<file path="src/rtl/alu4_cmd_queue.sv">
// alu4_cmd_queue
//   Command buffer and issue stage in front of the 4-bit ALU. Commands {A, b, op}
//   arrive over a valid/ready handshake, are buffered in a DEPTH-entry FIFO and
//   are issued one per cycle from a registered output stage that drives the ALU.
//   Total capacity is DEPTH + 1 (FIFO entries plus the output register).
//
// Ports
//   clk        in   1        clock, all state on posedge
//   rst_n      in   1        asynchronous active-low reset
//   flush      in   1        synchronous clear of all queued commands
//   in_valid   in   1        upstream command valid
//   in_ready   out  1        queue can accept a command (registered)
//   in_a/in_b  in   4        operands
//   in_op      in   3        ALU option code, passed unmodified
//   out_valid  out  1        out_* holds a command for the ALU
//   out_ready  in   1        ALU consumes the command this cycle
//   out_a/out_b out 4        registered operands
//   out_op     out  3        registered option
//   level      out  LW       commands held (FIFO entries + out_valid)
module alu4_cmd_queue #(
    parameter int DEPTH = 4
) (
    input  logic                         clk,
    input  logic                         rst_n,
    input  logic                         flush,
    input  logic                         in_valid,
    output logic                         in_ready,
    input  logic [3:0]                   in_a,
    input  logic [3:0]                   in_b,
    input  logic [2:0]                   in_op,
    output logic                         out_valid,
    input  logic                         out_ready,
    output logic [3:0]                   out_a,
    output logic [3:0]                   out_b,
    output logic [2:0]                   out_op,
    output logic [$clog2(DEPTH+2)-1:0]   level
);

    localparam int AW = $clog2(DEPTH);
    localparam int LW = $clog2(DEPTH + 2);

    // Storage and registered state
    logic [10:0]   r_mem [DEPTH];
    logic [AW:0]   r_wr_ptr;
    logic [AW:0]   r_rd_ptr;
    logic          r_out_valid;
    logic [3:0]    r_out_a;
    logic [3:0]    r_out_b;
    logic [2:0]    r_out_op;
    logic [LW-1:0] r_level;
    logic          r_in_ready;

    // Next-state helpers
    logic [AW:0]   w_count;
    logic          w_empty;
    logic          w_push;
    logic          w_load;
    logic          w_fifo_rd;
    logic          w_bypass;
    logic          w_fifo_wr;
    logic          w_out_valid_nxt;
    logic [AW:0]   w_count_nxt;
    logic [LW-1:0] w_level_nxt;
    logic          w_in_ready_nxt;
    logic [10:0]   w_head;

    assign w_count = r_wr_ptr - r_rd_ptr;
    assign w_empty = (w_count == {(AW+1){1'b0}});
    assign w_head  = r_mem[r_rd_ptr[AW-1:0]];
    // in_ready is a register, so there is no combinational path from out_ready
    assign w_push  = in_valid & r_in_ready;
    assign w_load  = ~r_out_valid | out_ready;

    // Decide load source for the output stage and the resulting occupancy
    always_comb begin
        w_fifo_rd       = 1'b0;
        w_bypass        = 1'b0;
        w_fifo_wr       = 1'b0;
        w_out_valid_nxt = r_out_valid;
        if (w_load) begin
            w_fifo_rd       = ~w_empty;
            // Empty FIFO: a fresh command goes straight to the output register
            w_bypass        = w_empty & w_push;
            w_out_valid_nxt = ~w_empty | w_push;
        end else begin
            w_fifo_rd       = 1'b0;
            w_bypass        = 1'b0;
            w_out_valid_nxt = r_out_valid;
        end
        w_fifo_wr      = w_push & ~w_bypass;
        w_count_nxt    = w_count + {{AW{1'b0}}, w_fifo_wr} - {{AW{1'b0}}, w_fifo_rd};
        w_level_nxt    = LW'(w_count_nxt) + LW'(w_out_valid_nxt);
        w_in_ready_nxt = (w_count_nxt != (AW+1)'(DEPTH));
    end

    // Pointers, output stage, level and in_ready
    always_ff @(posedge clk or negedge rst_n) begin
        if (!rst_n) begin
            r_wr_ptr    <= {(AW+1){1'b0}};
            r_rd_ptr    <= {(AW+1){1'b0}};
            r_out_valid <= 1'b0;
            r_out_a     <= 4'd0;
            r_out_b     <= 4'd0;
            r_out_op    <= 3'd0;
            r_level     <= {LW{1'b0}};
            r_in_ready  <= 1'b1;
        end else if (flush) begin
            // Drop everything, including a push in this cycle; out_* data hold
            r_wr_ptr    <= {(AW+1){1'b0}};
            r_rd_ptr    <= {(AW+1){1'b0}};
            r_out_valid <= 1'b0;
            r_level     <= {LW{1'b0}};
            r_in_ready  <= 1'b1;
        end else begin
            if (w_fifo_wr) begin
                r_wr_ptr <= r_wr_ptr + {{AW{1'b0}}, 1'b1};
            end
            if (w_fifo_rd) begin
                r_rd_ptr <= r_rd_ptr + {{AW{1'b0}}, 1'b1};
                r_out_a  <= w_head[10:7];
                r_out_b  <= w_head[6:3];
                r_out_op <= w_head[2:0];
            end else if (w_bypass) begin
                r_out_a  <= in_a;
                r_out_b  <= in_b;
                r_out_op <= in_op;
            end
            r_out_valid <= w_out_valid_nxt;
            r_level     <= w_level_nxt;
            r_in_ready  <= w_in_ready_nxt;
        end
    end

    // FIFO storage write port
    always_ff @(posedge clk or negedge rst_n) begin
        if (!rst_n) begin
            for (int i = 0; i < DEPTH; i++) begin
                r_mem[i] <= 11'd0;
            end
        end else if (w_fifo_wr && !flush) begin
            r_mem[r_wr_ptr[AW-1:0]] <= {in_a, in_b, in_op};
        end
    end

    assign in_ready  = r_in_ready;
    assign out_valid = r_out_valid;
    assign out_a     = r_out_a;
    assign out_b     = r_out_b;
    assign out_op    = r_out_op;
    assign level     = r_level;

endmodule

</file>
<file path="config.mk">
export PLATFORM = sky130hd
export DESIGN_NAME = alu4_cmd_queue
export DESIGN_NICKNAME = d
export VERILOG_FILES = /design/src/rtl/alu4_cmd_queue.sv
export SDC_FILE = /design/constraint.sdc
export NUM_CORES = 1
export LEC_CHECK = 0
export BUFFER_PORTS_ARGS = -buffer_cell sky130_fd_sc_hd__buf_2
export CORE_ASPECT_RATIO = 0.8
export CORE_MARGIN = 2
export CORE_UTILIZATION = 45
export CTS_CLUSTER_SIZE = 30
export DETAILED_ROUTE_END_ITERATION = 10
export GPL_TIMING_DRIVEN = 1
export PLACE_DENSITY_LB_ADDON = 0.1
export RECOVER_POWER = 100
export SLEW_MARGIN = 10
export SYNTH_ARGS = -nofsm -noshare
export SYNTH_HDL_FRONTEND = slang
export SYNTH_SLANG_ARGS = --single-unit
</file>
<file path="constraint.sdc">
create_clock -name clk -period 6.6 [get_ports clk]
set_clock_uncertainty 0.15 [all_clocks]
set_input_delay 1.32 -clock clk [delete_from_list [all_inputs] [get_ports clk]]
set_output_delay 1.32 -clock clk [all_outputs]
set_load 0.01 [all_outputs]
</file>
==> run_results.csv, run 1 <==
group,metric,value,unit
worst_hold_path,holdPathEnd,"r_mem[2]$_DFFE_PN0P_",
synth,synthDistinctLibCells,31,
clock_network,cts_tree,"built",
die,dieArea,8000,um^2
routing,wl_per_cell,18.8,um
setup_path,path_cells,"buf_2 > clkbuf_1",
sta,period_share,0.662,
power,p_per_area,526,nW/um^2
routing,routed_wirelength,6.50,mm
global_routing,antenna_found_initial,0,
clock_network,clkTransAtPathRegs,0.07,ns
die,fp.dieH,80.4,um
worst_hold_path,holdCritStartpoint,"r_mem[2]$_DFFE_PN0P_",
synth,yosys-top-cells-count,"65 x dfrtp_1, 40 x mux2_4, 11 x a2bb2oi_1, 11 x mux4_2, 11 x o22ai_1",
synth,ys_seq_area_frac,0.504,
sta,maxClockFrequency,229,MHz
flow_run,maxCapViolations,1,
sta,setup_viol,0,
clock_network,post-cts-setup-buffers,0,
clock_network,cts_root_buf,"clkbuf_8",
routing,drtIter0Drc,50,
setup_path,path_max_fanout,66,
synth,synth_area_per_cell,15.3,um^2
power,p_leak,0.00158,uW
finish,diodes,0,
sta,fin_hold_ws,0.335,ns
global_routing,grt_pass1_wl,11.0,mm
sta,tns,0,ns
clock_network,ctsResizeCount,0,
finish,synthToLayoutAreaGrowth,7.40,%
clock_network,numCtsBuffers,9,
sta,worst_pin_slew,3.48,ns
finish,drive_gt1_frac,0.213,
clock_network,clockBufferDepth,2,
routing,antenna_left,0,
sta,maxSlewViolCount,67,
die,initial_utilization,0.472,
setup_path,crit_path_end_kind,"async pin",
synth,yosys.cell_count.top_type,"dfrtp_1",
setup_path,r2r_cells,14,
clock_network,clock_latency,0.33,ns
finish,nets,281,
synth,synth_edf_count,0,
clock_network,ctsHoldBuffers,0,
synth,synth_nets,242,
synth,yosysWarnings,0,
routing,vias,1841,
synth,async_reset_ff_frac,1.00,
setup_path,critical_path_buf_inv_count,2,
setup_path,rrSetupSlack,2.49,ns
sta,slew_headroom,-1.32,
place,io_buffers,31,
die,io_pins,32,
synth,yosysTopAreaCell,"dfrtp_1",
global_routing,grt_pass1_vias,1990,
routing,drt-pass1-iter-count,4,
setup_path,slowest_stage,"clkbuf_1",
synth,synth_ff_type,"dfrtp_1",
synth,syn_area,3280,um^2
die,row_count,27,
setup_path,cp_top_family,"buffers and inverters",
global_routing,grt_usage,0.188,
setup_path,reg2reg_to,"level[2]$_DFF_PN0_",
setup_path,cp_data_arrival_time,3.87,ns
global_routing,grt_start_max_net_pins,67,
synth,yosys.area.top_type_share,0.496,
outcome,outcome,"finished, violations left",
synth,synth_area_leaders,"dfrtp_1 50%, mux2_4 18%, mux4_2 7.5%, ha_1 3.8%, a2bb2oi_1 2.9%",
routing,drc_errors,0,
sta,final.min_clock_period,4.37,ns
worst_hold_path,hold_class,"reg -> reg",
place,dp_hpwl,3.96,mm
die,coreArea,6960,um^2
sta,rsz0062_at_grt,"no",
setup_path,worstSetupPathType,"in -> async",
power,peakVddDrop,0.000214,V
place,gp_congestion,0.720,
die,die_x,99.5,um
clock_network,cts_sinks,66,
setup_path,cp_data_required_time,6.11,ns
clock_network,cts.htree.levels,3,
worst_hold_path,hold_depth,1,
synth,ys_ff_latch,66,
sta,hold_viol,0,
global_routing,grt_overflow,0,
setup_path,rr_startpoint,"r_rd_ptr[0]$_DFFE_PN0P_",
synth,syn_inst,214,
setup_path,cp-start-kind,"input port",
routing,viasPerCell,5.34,
outcome,violations,"max-capacitance violations, max-slew violations",
setup_path,slowest_delay,2.44,ns
## area by class of cell
type,count,area [um^2]
inverters,9,33.8
repair buffers,39,170
clock inverters,3,40.0
multi-input cells,128,1380
well taps,87,109
fillers,660,3430
flip-flops and latches,66,1650
clock buffers,13,139
## logic make-up after synthesis
| group | count (synthesis) | synth area share |
|---|---|---|
| AND/OR/NAND/NOR | 23 | 0.0423 |
| AO/OA/AOI/OAI | 29 | 0.0694 |
| buffers and inverters | 20 | 0.0324 |
| multiplexers | 57 | 0.278 |
| adder cells (fa/ha/maj) | 12 | 0.0503 |
| XOR/XNOR | 7 | 0.0236 |
| flip-flops | 66 | 0.504 |
## sequential cells by signal, indices dropped and copies added, names as in the netlist
register	flops
r_mem	44
out_a	4
out_b	4
level	3
out_op	3
r_rd_ptr	3
r_wr_ptr	3
in_ready	1
out_valid	1
## how the worst max path moves through the flow
stage | cells after the start | endpoint | from
2_1_floorplan | 10 | level[1]$_DFF_PN0_ | out_ready
4_1_cts | 13 | level[2]$_DFF_PN0_ | r_rd_ptr[0]$_DFFE_PN0P_
3_3_place_gp | 13 | level[2]$_DFF_PN0_ | r_rd_ptr[0]$_DFFE_PN0P_
6_report | 2 | level[0]$_DFF_PN0_ | rst_n
3_5_place_dp | 13 | level[2]$_DFF_PN0_ | r_rd_ptr[0]$_DFFE_PN0P_
5_1_grt | 2 | r_mem[11]$_DFFE_PN0P_ | rst_n
## cell usage in the layout (no fill, tap or decap), drive strengths merged
cell type	synthesis	routed
o21ai	2	2
buf	5	17
a21oi	1	1
clkbuf	6	35
mux4	11	11
nor2	9	9
o211ai	1	1
nand3	2	2
dfstp	1	1
nor3b	3	3
a2bb2oi	11	11
ha	10	10
a21boi	1	1
or3	2	2
bufinv	0	1
fa	2	2
xor2	3	3
mux2i	2	2
nor3	1	1
xor3	1	1
nor2b	3	3
a31oi	1	1
nand2	2	2
o22ai	11	11
inv	9	9
dfrtp	65	65
nand2b	1	1
xnor2	3	3
o311ai	1	1
clkinv	0	2
mux2	44	44
## where the power goes
part	leakage (uW)	switching, uW	internal, uW
sequential	0.000826	112	585
combinational	0.000666	404	432
clock	0.0000914	148	174
## metrics by stage
step / worst slack, ns / instance area [um^2] / std cells / util / total power, uW
detailed placement: 2.41 / 3530 / 329 / 0.508 / 1660
global placement: 2.46 / 3530 / 329 / 0.508 / 1650
global route: 1.42 / 3520 / 345 / 0.506 / 2010
CTS: 2.42 / 3710 / 345 / 0.533 / 1990
finish: 2.23 / 3520 / 345 / 0.506 / 1850
floorplan: 2.99 / 3280 / 214 / - / 1430
## layer usage
layer  share of wire  vias up  global-route usage
li1                -      868                   -
met5               0        -                   0
met2            0.43       30               0.271
met3           0.036       10              0.0522
met1            0.52      933               0.272
met4           0.013        0              0.0699
Note: power is estimated with default switching activity, not from simulation.
==> run 2: changes to the inputs <==
==> constraint.sdc (replaced) <==
create_clock -name clk -period 4.5 [get_ports clk]
set_clock_uncertainty 0.15 [all_clocks]
set_input_delay 0.9 -clock clk [delete_from_list [all_inputs] [get_ports clk]]
set_output_delay 0.9 -clock clk [all_outputs]
set_load 0.01 [all_outputs]
==> run 2 against run 1 <==
Against the previous run: the flow still finishes with violations (max-capacitance violations, max-slew violations); register-to-register slack got worse by 1.8 ns; wire length increased by 1.9%; combinational power increased by 51%; highest routed layer unchanged; die area unchanged.
==> run_results.csv, run 2 (same netlist as run 1, synthesis figures left out) <==
group,metric,value,unit
routing,drtIter0Drc,70,
die,row_count,27,
die,dieArea,8000,um^2
power,p_leak,0.00161,uW
place,dp_hpwl,4.24,mm
global_routing,grt_pass1_vias,2084,
finish,largest_reg_flops,44,
setup_path,rr_startpoint,"r_wr_ptr[0]$_DFFE_PN0P_",
place,placed_cell_area,3550,um^2
routing,viasPerCell,5.31,
finish,layout_common_cells,"65 x dfrtp_1, 36 x mux2_1, 23 x clkbuf_1",
finish,synthToLayoutAreaGrowth,9.23,%
routing,drt-pass1-iter-count,4,
sta,maxSlewViolCount,48,
setup_path,cp-endpoint,"level[2]$_DFF_PN0_",
global_routing,antenna_found_initial,0,
sta,tns,0,ns
setup_path,crit_cells,15,
clock_network,clkTransAtPathRegs,0.07,ns
die,die_x,99.5,um
routing,vias,1843,
place,gp_congestion,0.726,
finish,nets,283,
sta,setup_viol,0,
setup_path,rrSetupSlack,0.71,ns
setup_path,path_cells,"inv_1 > ha_1 > fa_1 > nand2_1 > o21ai_0 > inv_1 > ha_1 > inv_1 > ha_1 > inv_1 > fa_1 > xor2_1 > xnor2_1 > xnor2_1 > nor2_1",
finish,instances_no_fill,347,
setup_path,critPathLaunch,"r_wr_ptr[0]$_DFFE_PN0P_",
setup_path,slowest_delay,0.56,ns
setup_path,cp_data_required_time,4.57,ns
finish,drive_gt1_frac,0.219,
routing,drc_errors,0,
clock_network,post-cts-setup-buffers,0,
die,coreArea,6960,um^2
die,io_pins,32,
power,combPwrFrac,0.446,
power,intPower,1850,uW
sta,rsz0062_at_grt,"no",
global_routing,grt_usage,0.192,
global_routing,grt_start_max_net_pins,48,
place,dp_cells,331,
sta,hold_viol,0,
flow_run,maxCapViolations,1,
sta,maxClockFrequency,264,MHz
sta,final.min_clock_period,3.79,ns
setup_path,r2r_cells,15,
power,clockPowerShare,0.205,
setup_path,worstSetupPathType,"reg -> reg",
routing,wl_per_cell,19.1,um
sta,worst_pin_slew,2.59,ns
worst_hold_path,holdCritStartpoint,"r_mem[3]$_DFFE_PN0P_",
finish,final_common_cell,"dfrtp_1",
finish,top_register,"r_mem",
clock_network,cts_tree,"built",
clock_network,numCtsBuffers,9,
outcome,outcome,"finished, violations left",
sta,slew_headroom,-0.723,
power,p_per_area,790,nW/um^2
setup_path,cp_data_arrival_time,3.86,ns
setup_path,crit_path_end_kind,"register",
clock_network,clock_latency,0.33,ns
clock_network,cts_root_buf,"clkbuf_8",
finish,diodes,0,
global_routing,grt_pass1_wl,11.4,mm
outcome,violations,"max-capacitance violations, max-slew violations",
setup_path,slowest_stage,"fa_1",
place,io_buffers,31,
setup_path,reg2reg_to,"level[2]$_DFF_PN0_",
finish,post-route-cell-area,3580,um^2
sta,fin_hold_ws,0.335,ns
sta,period_share,0.843,
clock_network,cts_sinks,66,
setup_path,path_common_cell,"inv_1",
power,power.switching,985,uW
setup_path,path_max_fanout,5,
setup_path,critical_path_buf_inv_count,4,
clock_network,clockBufferDepth,2,
global_routing,grt_overflow,0,
clock_network,ctsResizeCount,0,
setup_path,cp_top_family,"adder cells",
die,fp.dieH,80.4,um
setup_path,cp-start-kind,"register",
power,switching_share,0.348,
power,seqPwrFrac,0.349,
routing,antenna_left,0,
worst_hold_path,hold_class,"reg -> reg",
power,peakVddDrop,0.000267,V
routing,routed_wirelength,6.62,mm
clock_network,ctsHoldBuffers,0,
clock_network,cts.htree.levels,3,
die,initial_utilization,0.472,
run 2: cell count changes in the layout (fill, tap and decap cells not counted), sizes merged:
cell | before | now
buf | 17 | 18
clkinv | 2 | 1
clkinvlp | 0 | 1
bufinv | 1 | 2
run 2: layout make-up:
cell class                      count  area [um^2]
Fill cell                         623         3370
Sequential cell                    66         1650
Multi-Input combinational cell    128         1370
Timing Repair Buffer               41          184
Clock buffer                       12          165
Tap cell                           87          109
Clock inverter                      4         72.6
Inverter                            9         33.8
run 2: power groups by stage:
stage	clock network [uW]	logic [uW]	registers, uW
after global placement	0	1420	999
after global routing	628	1420	1020
after detailed placement	0	1440	999
final	581	1260	987
after CTS	598	1450	996
after floorplan	0	1090	1000
run 2: worst min path at each step:
| stage | slack (ns) | depth (start not counted) | to |
|---|---|---|---|
| final | 0.34 | 1 | r_mem[3]$_DFFE_PN0P_ |
| after detailed placement | 0.34 | 1 | r_mem[41]$_DFFE_PN0P_ |
| after global placement | 0.34 | 1 | r_mem[0]$_DFFE_PN0P_ |
| after CTS | 0.36 | 1 | r_mem[6]$_DFFE_PN0P_ |
| after global routing | 0.36 | 1 | r_mem[23]$_DFFE_PN0P_ |
| after floorplan | 0.33 | 1 | r_mem[21]$_DFFE_PN0P_ |
run 2: stage by stage:
| stage | util | total power (uW) | setup slack [ns] |
|---|---|---|---|
| after detailed placement | 0.510 | 2440 | 0.673 |
| after CTS | 0.544 | 3040 | 0.668 |
| after global routing | 0.515 | 3070 | 0.414 |
| after global placement | 0.510 | 2420 | 0.775 |
| after floorplan | - | 2090 | 0.964 |
| final | 0.515 | 2830 | 0.706 |
run 2: layer usage:
layer,vias up,global-route usage,share of wire
met5,-,0,0
met3,5,0.0505,0.034
met4,0,0.0521,0.0079
met2,33,0.287,0.44
met1,936,0.278,0.51
li1,869,-,-
